File: src/rtl/task_sequencer.sv
// rtl/task_sequencer.sv - DAC/ADC task sequencer with repetition loops, gap, watchdog and abort
module task_sequencer #(
    parameter int N_CH  = 2,
    parameter int REP_W = 16,
    parameter int TO_W  = 32
) (
    input  logic             clk,
    input  logic             rst,
    input  logic             trigger_task,
    input  logic             abort,
    input  logic [1:0]       mode,
    input  logic [N_CH-1:0]  ch_en,
    input  logic [REP_W-1:0] n_rep,
    input  logic [31:0]      t_gap,
    input  logic [TO_W-1:0]  timeout,
    input  logic             done_dac,
    input  logic [N_CH-1:0]  done_adc,
    output logic             trigger_dac,
    output logic [N_CH-1:0]  trigger_adc,
    output logic             busy,
    output logic             done_task,
    output logic             err_timeout,
    output logic [REP_W-1:0] rep_cnt
);

    localparam logic [1:0] MODE_ADC  = 2'd0;
    localparam logic [1:0] MODE_DAC  = 2'd1;
    localparam logic [1:0] MODE_BOTH = 2'd2;
    localparam logic [1:0] MODE_SEQ  = 2'd3;

    typedef enum logic [2:0] {
        S_IDLE,
        S_LAUNCH,
        S_WAIT,
        S_GAP,
        S_DONE
    } state_t;

    state_t state_q, state_d;

    // Task configuration, frozen when the task is accepted
    logic [1:0]       mode_q, mode_d;
    logic [N_CH-1:0]  ch_en_q, ch_en_d;
    logic [REP_W-1:0] n_rep_q, n_rep_d;
    logic [31:0]      t_gap_q, t_gap_d;
    logic [TO_W-1:0]  timeout_q, timeout_d;

    // Progress counters
    logic [REP_W-1:0] rep_cnt_q, rep_cnt_d;
    logic [TO_W-1:0]  wd_q, wd_d;
    logic [31:0]      gap_q, gap_d;

    // Per-repetition completion tracking; adc_live marks that ADC done pulses count
    logic             dac_ok_q, dac_ok_d;
    logic [N_CH-1:0]  adc_ok_q, adc_ok_d;
    logic             adc_live_q, adc_live_d;

    // Registered output pulses and flags
    logic             trig_dac_q, trig_dac_d;
    logic [N_CH-1:0]  trig_adc_q, trig_adc_d;
    logic             done_q, done_d;
    logic             err_q, err_d;

    logic             all_ok;
    logic [REP_W-1:0] rep_inc;
    logic [REP_W-1:0] n_eff;
    logic [TO_W-1:0]  wd_inc;
    logic [31:0]      gap_inc;

    // Next-state, counter and output-pulse logic
    always_comb begin
        state_d    = state_q;
        mode_d     = mode_q;
        ch_en_d    = ch_en_q;
        n_rep_d    = n_rep_q;
        t_gap_d    = t_gap_q;
        timeout_d  = timeout_q;
        rep_cnt_d  = rep_cnt_q;
        wd_d       = wd_q;
        gap_d      = gap_q;
        dac_ok_d   = dac_ok_q;
        adc_ok_d   = adc_ok_q;
        adc_live_d = adc_live_q;
        err_d      = err_q;
        trig_dac_d = 1'b0;
        trig_adc_d = '0;
        done_d     = 1'b0;

        all_ok  = dac_ok_q & (&adc_ok_q);
        rep_inc = rep_cnt_q + 1'b1;
        wd_inc  = wd_q + 1'b1;
        gap_inc = gap_q + 32'd1;
        n_eff   = (n_rep_q == '0) ? REP_W'(1) : n_rep_q;

        case (state_q)
            S_IDLE: begin
                if (trigger_task && !abort) begin
                    mode_d     = mode;
                    ch_en_d    = ch_en;
                    n_rep_d    = n_rep;
                    t_gap_d    = t_gap;
                    timeout_d  = timeout;
                    rep_cnt_d  = '0;
                    err_d      = 1'b0;
                    dac_ok_d   = 1'b0;
                    adc_ok_d   = '0;
                    adc_live_d = 1'b0;
                    state_d    = S_LAUNCH;
                end
            end
            S_LAUNCH: begin
                // Engines the mode does not use, and disabled channels, start out complete
                wd_d       = '0;
                dac_ok_d   = (mode_q == MODE_ADC);
                adc_ok_d   = (mode_q == MODE_DAC) ? '1 : ~ch_en_q;
                adc_live_d = (mode_q != MODE_SEQ);
                state_d    = S_WAIT;
            end
            S_WAIT: begin
                if (all_ok) begin
                    // Completion takes precedence over a watchdog expiry in the same cycle
                    rep_cnt_d = rep_inc;
                    gap_d     = '0;
                    state_d   = (rep_inc == n_eff) ? S_DONE : S_GAP;
                end else if ((timeout_q != '0) && (wd_inc == timeout_q)) begin
                    err_d      = 1'b1;
                    done_d     = 1'b1;
                    dac_ok_d   = 1'b0;
                    adc_ok_d   = '0;
                    adc_live_d = 1'b0;
                    state_d    = S_IDLE;
                end else begin
                    wd_d = wd_inc;
                    if (done_dac) begin
                        dac_ok_d = 1'b1;
                    end
                    if (adc_live_q) begin
                        adc_ok_d = adc_ok_q | done_adc;
                    end
                    // Sequential mode: ADCs start the cycle after the DAC reports done
                    if ((mode_q == MODE_SEQ) && !adc_live_q && done_dac) begin
                        adc_live_d = 1'b1;
                        trig_adc_d = ch_en_q;
                    end
                end
            end
            S_GAP: begin
                if (gap_inc >= t_gap_q) begin
                    state_d = S_LAUNCH;
                end else begin
                    gap_d = gap_inc;
                end
            end
            S_DONE: begin
                state_d = S_IDLE;
            end
            default: begin
                state_d = S_IDLE;
            end
        endcase

        // Abort drops everything in flight but keeps the repetition count and error flag
        if (abort && (state_q != S_IDLE)) begin
            state_d    = S_IDLE;
            rep_cnt_d  = rep_cnt_q;
            err_d      = err_q;
            trig_adc_d = '0;
            done_d     = 1'b0;
            dac_ok_d   = 1'b0;
            adc_ok_d   = '0;
            adc_live_d = 1'b0;
        end

        // Launch pulses are registered so they appear during the LAUNCH cycle itself
        if (state_d == S_LAUNCH) begin
            trig_dac_d = (mode_d != MODE_ADC);
            trig_adc_d = ((mode_d == MODE_ADC) || (mode_d == MODE_BOTH)) ? ch_en_d : '0;
        end

        if (state_d == S_DONE) begin
            done_d = 1'b1;
        end
    end

    // State, configuration, counters and registered outputs
    always_ff @(posedge clk or negedge rst) begin
        if (!rst) begin
            state_q    <= S_IDLE;
            mode_q     <= '0;
            ch_en_q    <= '0;
            n_rep_q    <= '0;
            t_gap_q    <= '0;
            timeout_q  <= '0;
            rep_cnt_q  <= '0;
            wd_q       <= '0;
            gap_q      <= '0;
            dac_ok_q   <= 1'b0;
            adc_ok_q   <= '0;
            adc_live_q <= 1'b0;
            trig_dac_q <= 1'b0;
            trig_adc_q <= '0;
            done_q     <= 1'b0;
            err_q      <= 1'b0;
        end else begin
            state_q    <= state_d;
            mode_q     <= mode_d;
            ch_en_q    <= ch_en_d;
            n_rep_q    <= n_rep_d;
            t_gap_q    <= t_gap_d;
            timeout_q  <= timeout_d;
            rep_cnt_q  <= rep_cnt_d;
            wd_q       <= wd_d;
            gap_q      <= gap_d;
            dac_ok_q   <= dac_ok_d;
            adc_ok_q   <= adc_ok_d;
            adc_live_q <= adc_live_d;
            trig_dac_q <= trig_dac_d;
            trig_adc_q <= trig_adc_d;
            done_q     <= done_d;
            err_q      <= err_d;
        end
    end

    assign trigger_dac = trig_dac_q;
    assign trigger_adc = trig_adc_q;
    assign busy        = (state_q != S_IDLE);
    assign done_task   = done_q;
    assign err_timeout = err_q;
    assign rep_cnt     = rep_cnt_q;

endmodule
File: config.mk
export PLATFORM = sky130hd
export DESIGN_NAME = task_sequencer
export DESIGN_NICKNAME = d
export VERILOG_FILES = /design/src/rtl/task_sequencer.sv
export SDC_FILE = /design/constraint.sdc
export NUM_CORES = 1
export LEC_CHECK = 0
export ABC_AREA = 1
export ABC_CLOCK_PERIOD_IN_PS = 4150
export CORE_MARGIN = 8
export CORE_UTILIZATION = 50
export CTS_CLUSTER_DIAMETER = 30
export CTS_CLUSTER_SIZE = 24
export DETAILED_ROUTE_END_ITERATION = 16
export PLACE_DENSITY = 0.72
export SYNTH_ARGS = -nofsm -noshare
export SYNTH_HDL_FRONTEND = slang
export SYNTH_SLANG_ARGS = --single-unit
File: constraint.sdc
create_clock -name clk -period 4.15 [get_ports clk]
set_input_delay 0.415 -clock clk [delete_from_list [all_inputs] [get_ports clk]]
set_output_delay 0.415 -clock clk [all_outputs]
set_load 0.03 [all_outputs]
* Word-level counts from Yosys, hierarchy flattened
Cells that the tools add are included.
Word-level totals: register bits after elaboration 176, bits of input ports 91, output and inout port bits 22, word-level logic and storage cells 129
Cells by class: add/subtract/negate cells 3, magnitude comparators 1, equality and inequality tests 22, muxes and demuxes 55, bitwise gates (word level) 4, reduce and logical (&&, ||, !) cells 28
Operators by type and width (count):
- $mux W32 | 4
- $pmux W32 S2 | 2
- $add A32 B1 Y32 const B | 2
- $mux W16 | 3
- $mux W2 | 17
- $eq A32 B32 Y1 | 1
- $ge A32 B32 Y1 | 1
- $pmux W16 S2 | 1
- $reduce_bool A32 Y1 | 1
- $mux W3 | 6
- $mux W1 | 17
- $add A16 B1 Y16 const B | 1
- $eq A16 B16 Y1 | 1
- $logic_not A16 Y1 | 1
- $reduce_and A4 Y1 | 4
- $ne A2 B2 Y1 const B | 7
- $ne A4 B4 Y1 const B | 3
- $pmux W3 S4 | 1
- $reduce_bool A2 Y1 | 4
- $eq A3 B1 Y1 const B | 2
- $eq A3 B2 Y1 const B | 2
- $ne A3 B3 Y1 const B | 2
- $pmux W1 S3 | 2
- $pmux W2 S3 | 1
- 18 further kinds | 27

* Longest topological paths before layout
depth after elaboration 9, gate-level depth with buffers 28, gate-level depth less buffers 28

* Worst setup path after synthesis
No wires, ideal clock.
path kind register to register, start point register gap_q[0], end point register gap_q[20], setup time 0.083 ns, arrival 3.657 ns, required time 4.067 ns, path slack 0.410 ns, cell stages (with the launch flop) 26, buffers on the path 1, period minus slack after synthesis 3.740 ns, cell sequence dfrtp_1 -> ha_1 -> nand2_1 -> nor2_1 -> nand4_1 -> nor3_2 -> nand4_1 -> inv_1 -> nand2_1 -> nor3_1 -> nand3_1 -> xor2_1 -> ha_1 -> nand2_1 -> inv_1 -> nand3_1 -> inv_1 -> nand2_1 -> nor4_1 -> nand4_1 -> nand3_1 -> nor2_1 -> nand2_1 -> nand2_1 -> clkbuf_1 -> o22ai_1
On the way: longest elaborated chain between the ends 4, elaborated cells on any way between the ends 6, classes of those cells add/sub: 1; order compare: 1; eq/ne: 1; mux: 2; reduce/logical: 1
Ends and longest elaborated chain:
- from (decl) | RTL line 51 | logic [31:0] gap_q, gap_d;
- from (signal assigned) | RTL line 213 | gap_q <= gap_d;
- $add A32 B1 Y32 (*) | RTL line 92 | gap_inc = gap_q + 32'd1;
- $ge A32 B32 Y1 | RTL line 148 | if (gap_inc >= t_gap_q) begin
- $ne A2 B2 Y1 (no line)
- $reduce_and A3 Y1 (no line)
Every way passes the cells marked *; elsewhere a longest branch is shown, timed or not. The select of a mux whose other input is x is not followed. A chain may end at the register's enable or synchronous reset.

* Worst setup path after layout
start point register gap_q[1], end point register gap_q[24]
The elaborated chain is that of the path after synthesis.

==> Implementation_results.wiki <==
{| class="wikitable"
! Metric !! Value
|-
| Critical Path Slowest Stage Cell || sky130_fd_sc_hd__dfrtp_1
|-
| Most prevalent standard cell on the critical path || sky130_fd_sc_hd__nand4_1
|-
| Final setup viols || 0
|-
| Die extent in x || 164 um
|-
| Fill cell count || about 2,000
|-
| Via count of the first global-routing pass || 9,698
|-
| Max Buffers Root-to-Sink || 2
|-
| Iteration-0 DRC count of the detailed router || 657
|-
| TritonCTS clock tree || done
|-
| Most common flop cell mapped by yosys || sky130_fd_sc_hd__dfrtp_1
|-
| Proportion of layout cells with a drive suffix above 1 || 11.2%
|-
| Net switching fraction of the power || 38.8%
|-
| Cell total after placement || 1,867
|-
| #FFs+latches synth || 176
|-
| Final worst clock skew || 0.0110 ns
|-
| Critical setup path kind || reg -> reg
|-
| Clk pin slew, worst setup/hold paths || about 0.070 ns
|-
| Synth Warn # || 0
|-
| Result of the run || completed
|-
| Syn Nets || 1,618
|-
| Worst slew pin tran || about 0.96 ns
|-
| Final worst-path cycle share || 98.9%
|-
| Remaining number of nets flagged by the antenna check after routing || 0
|-
| Post-CTS Hold Buffers || 0
|-
| Crit path max fanout || 8
|-
| Post-Place Worst Slack || -0.0821 ns
|-
| Longest individual stage delay on the worst path || 0.39 ns
|-
| Max-cap check violation count || 0
|-
| Total design power || 0.00606 W
|-
| Synth unique cells || 50
|-
| Iteration count of the initial detailed-routing pass || 7
|-
| Synth top area share || between 40% and 50%
|-
| Number of enable-type register cells in the synthesized netlist || 0
|-
| Wire length of the first global-routing pass || 47.3 mm
|-
| Unrepaired setup endpoints after global routing || true
|-
| Insertion delay of the later-clocked pin in the worst-skew pair || 0.44 ns
|-
| Number of H-tree levels || 4
|-
| Antenna violations before repair || 0
|-
| Depth of the most critical reg-to-reg path || 23
|-
| Post-DR wirelength/cell || 15.3 um
|-
| Critical Path RT || 4.51 ns
|-
| Total routed wirelength || 29.4 mm
|-
| RR Endpoint || gap_q[24]
|-
| Minimum setup slack among reg-to-reg paths || around 0.046 ns
|-
| Setup WS post-layout || 0.0464 ns
|-
| Tightest slew margin relative to the limit || 35.9%
|-
| Maximum clock rate || roughly 240 MHz
|-
| DP HPWL || 21.4 mm
|-
| Grt total ovfl || 0
|-
| Chain of cells forming the critical path || ha_2, nand2_2, nor2_4, nand4_1, nor3_2, nand4_1, inv_1, nand3_2, nor4_4, buf_4, xor2_2, inv_1, ha_4, nand4_1, nor4_2, buf_4, nand4_1, nand3_1, nor2_2, nand2_4, nand2_4, clkbuf_16, o22ai_1
|-
| Asr flop ratio synth || 100%
|-
| Initial Util || 50.5%
|-
| CP startpoint kind || flop
|-
| GR Util All Layers || 21.8%
|-
| Reg power frac || between 40 and 50%
|-
| Sequential Area || 4400 um^2
|-
| Number of buffers created by CTS || 17
|-
| Final min period || 4.10 ns
|-
| # DRC || 0
|-
| Hold_ws || approximately 0.067 ns
|-
| Row count || 54
|-
| Synth area leader || sky130_fd_sc_hd__dfrtp_1
|-
| Pin count of the biggest net entering global routing || 151
|-
| NetSw || 0.00235 W
|-
| Die Height || approximately 160 um
|-
| Combinational cell fraction of total power || between 30% and 40%
|-
| Endpoint type of the worst setup path || flop
|-
| Final slew viol count || 0
|-
| Reg-to-Reg Start || gap_q[1]
|-
| Summed instance area of the synthesized netlist || 10,900 um^2
|-
| Data arrival at the endpoint of the critical path || 4.47 ns
|-
| Power per cell area || between 400 and 500 nW/um^2
|-
| Kind of cell with the highest combined delay on the critical path || simple AND/OR/NAND/NOR gates
|-
| Post-layout nets || 1,748
|-
| Internal power of the cells || 0.00371 W
|-
| Antenna diodes || 0
|-
| Combined area of the multi-input logic cells || approximately 5700 um^2
|-
| Gate count after technology mapping || about 1,500
|-
| CP bufs+invs || 5
|-
| Sink count of the clock tree || 176
|-
| Area of the die || 26,800 um^2
|-
| Final weighted congestion in routability-driven placement || 0.925
|-
| Area grow syn2layout || 21.8%
|-
| Top cells by area, synth || sky130_fd_sc_hd__dfrtp_1, sky130_fd_sc_hd__nand2_1, sky130_fd_sc_hd__inv_1
|-
| Via count normalized by instance count || 5.19
|-
| Leakage power summed over all cells || 6.42 nW
|-
| Clock root buffer || sky130_fd_sc_hd__clkbuf_16
|-
| Part of the Yosys area used for sequential elements || 40.4%
|-
| Clock share of power || 26.0%
|-
| Vias post-DR || 9,933
|-
| Worst-case vdd ir drop || ~0.00023 V
|-
| Boundary Pins || 113
|-
| Final non-filler cell total || 1,915
|-
| Worst hold-check path type || in -> async
|-
| Number of input and output port buffers inserted || 112
|-
| Core Box Area || 21,600 um^2
|-
| Average instance area after synthesis || 7.31 um^2
|-
| Endpoints failing hold || 0
|}
[layout make-up]
class	instances	area share, %
Clock inverter	14	0.951
Sequential cell	176	33.1
Multi-Input combinational cell	1070	43.0
Tap cell	280	2.64
Clock buffer	18	3.31
Inverter	213	6.03
Timing Repair Buffer	144	11.0
[metal layers]
metal  wire length (um)  track usage, %
met1              12300            26.4
met3               1270            3.81
met4                799            6.49
met5                  0               0
met2              15000            38.9
[logic make-up after synthesis]
family          after synthesis  synth area share (%)
compound gates              186                  9.83
buf+inv                     246                  8.85
flops                       176                  40.4
fa+ha+maj                    35                  4.01
simple gates                797                  32.4
xor+xnor                     52                  4.55
[Yosys cell counts (4+ instances only)]
cell and n:
sky130_fd_sc_hd__nand2_1 457, sky130_fd_sc_hd__inv_1 204, sky130_fd_sc_hd__dfrtp_1 176, sky130_fd_sc_hd__nor2_1 130
sky130_fd_sc_hd__o21ai_0 105, sky130_fd_sc_hd__nand3_1 98, sky130_fd_sc_hd__xor2_1 44, sky130_fd_sc_hd__ha_1 35
sky130_fd_sc_hd__nand2_2 29, sky130_fd_sc_hd__o22ai_1 29, sky130_fd_sc_hd__clkbuf_1 22, sky130_fd_sc_hd__a21oi_1 19
sky130_fd_sc_hd__o21ai_2 19, sky130_fd_sc_hd__nand4_1 15, sky130_fd_sc_hd__nor3_1 14, sky130_fd_sc_hd__nor2_2 10
sky130_fd_sc_hd__inv_2 8, sky130_fd_sc_hd__nand3b_1 7, sky130_fd_sc_hd__nor2_4 6, sky130_fd_sc_hd__nand2_4 5
sky130_fd_sc_hd__nand3_2 5, sky130_fd_sc_hd__nor4_1 5, sky130_fd_sc_hd__xnor2_1 5, sky130_fd_sc_hd__buf_1 4
sky130_fd_sc_hd__nor3_2 4
[flip-flops by register name (all words and copies together), names as in the netlist, 2 cells and up]
| name | cells |
|---|---|
| gap_q | 32 |
| trigger_adc | 2 |
| ch_en_q | 2 |
| rep_cnt | 16 |
| state_q | 3 |
| n_rep_q | 16 |
| timeout_q | 32 |
| adc_ok_q | 2 |
| wd_q | 32 |
| t_gap_q | 32 |
| mode_q | 2 |
[per-stage QoR]
stage / instance area, um^2 / TNS (ns) / util [%]
floorplan: 10900 / 0 / -
global placement: 12400 / 0 / 57.2
detailed placement: 12400 / -0.609 / 57.2
CTS: 12900 / 0 / 59.8
global route: 13300 / -6.27 / 61.5
finish: 13300 / 0 / 61.5
[layout by cell type (no fill, tap or decap), types with 3 or more instances in the layout]
cell,Yosys,final
sky130_fd_sc_hd__a21oi_1,19,19
sky130_fd_sc_hd__and2_1,3,3
sky130_fd_sc_hd__buf_4,2,24
sky130_fd_sc_hd__buf_6,3,3
sky130_fd_sc_hd__clkbuf_16,0,20
sky130_fd_sc_hd__clkdlybuf4s50_1,0,111
sky130_fd_sc_hd__clkinv_2,0,3
sky130_fd_sc_hd__clkinvlp_4,0,3
sky130_fd_sc_hd__dfrtp_1,176,176
sky130_fd_sc_hd__ha_1,35,33
sky130_fd_sc_hd__inv_1,204,203
sky130_fd_sc_hd__inv_2,8,9
sky130_fd_sc_hd__inv_6,0,3
sky130_fd_sc_hd__inv_8,0,3
sky130_fd_sc_hd__nand2_1,457,453
sky130_fd_sc_hd__nand2_2,29,30
sky130_fd_sc_hd__nand2_4,5,8
sky130_fd_sc_hd__nand3_1,98,96
sky130_fd_sc_hd__nand3_2,5,6
sky130_fd_sc_hd__nand3_4,2,3
sky130_fd_sc_hd__nand3b_1,7,7
sky130_fd_sc_hd__nand4_1,15,15
sky130_fd_sc_hd__nor2_1,130,126
sky130_fd_sc_hd__nor2_2,10,10
sky130_fd_sc_hd__nor2_4,6,10
sky130_fd_sc_hd__nor3_1,14,13
sky130_fd_sc_hd__nor3_2,4,3
sky130_fd_sc_hd__nor4_1,5,4
sky130_fd_sc_hd__o21ai_0,105,102
sky130_fd_sc_hd__o21ai_1,2,4
sky130_fd_sc_hd__o21ai_2,19,20
sky130_fd_sc_hd__o22ai_1,29,27
sky130_fd_sc_hd__xnor2_1,5,5
sky130_fd_sc_hd__xnor3_1,3,3
sky130_fd_sc_hd__xor2_1,44,41
sky130_fd_sc_hd__xor2_2,0,3
[how the worst max path moves through the flow]
stage | slack, ns | to | startpoint | cells after the start
global route | -0.21 | trigger_dac | gap_q[1] | 26
CTS | 0.03 | gap_q[29] | gap_q[2] | 28
floorplan | 0.41 | gap_q[20] | gap_q[0] | 25
detailed placement | -0.08 | gap_q[30] | gap_q[2] | 28
global placement | 0.12 | gap_q[26] | gap_q[2] | 28
finish | 0.05 | gap_q[24] | gap_q[1] | 23
[power groups by stage]
stage                     Combinational (W)  Sequential, W  Clock, W
after floorplan                     0.00144        0.00240         0
after global placement              0.00196        0.00244         0
after detailed placement            0.00201        0.00245         0
after CTS                           0.00202        0.00243   0.00159
after global routing                0.00236        0.00249   0.00166
final                               0.00206        0.00243   0.00157
[what timing repair did]
action / CTS / global route
buffers inserted: 0 / 13
pin swaps: 0 / 11
cloned: 0 / 3
endpoints found under the setup margin: 25 / 36
gates resized for setup: 2 / 38
(Power assumes the default switching activity.)
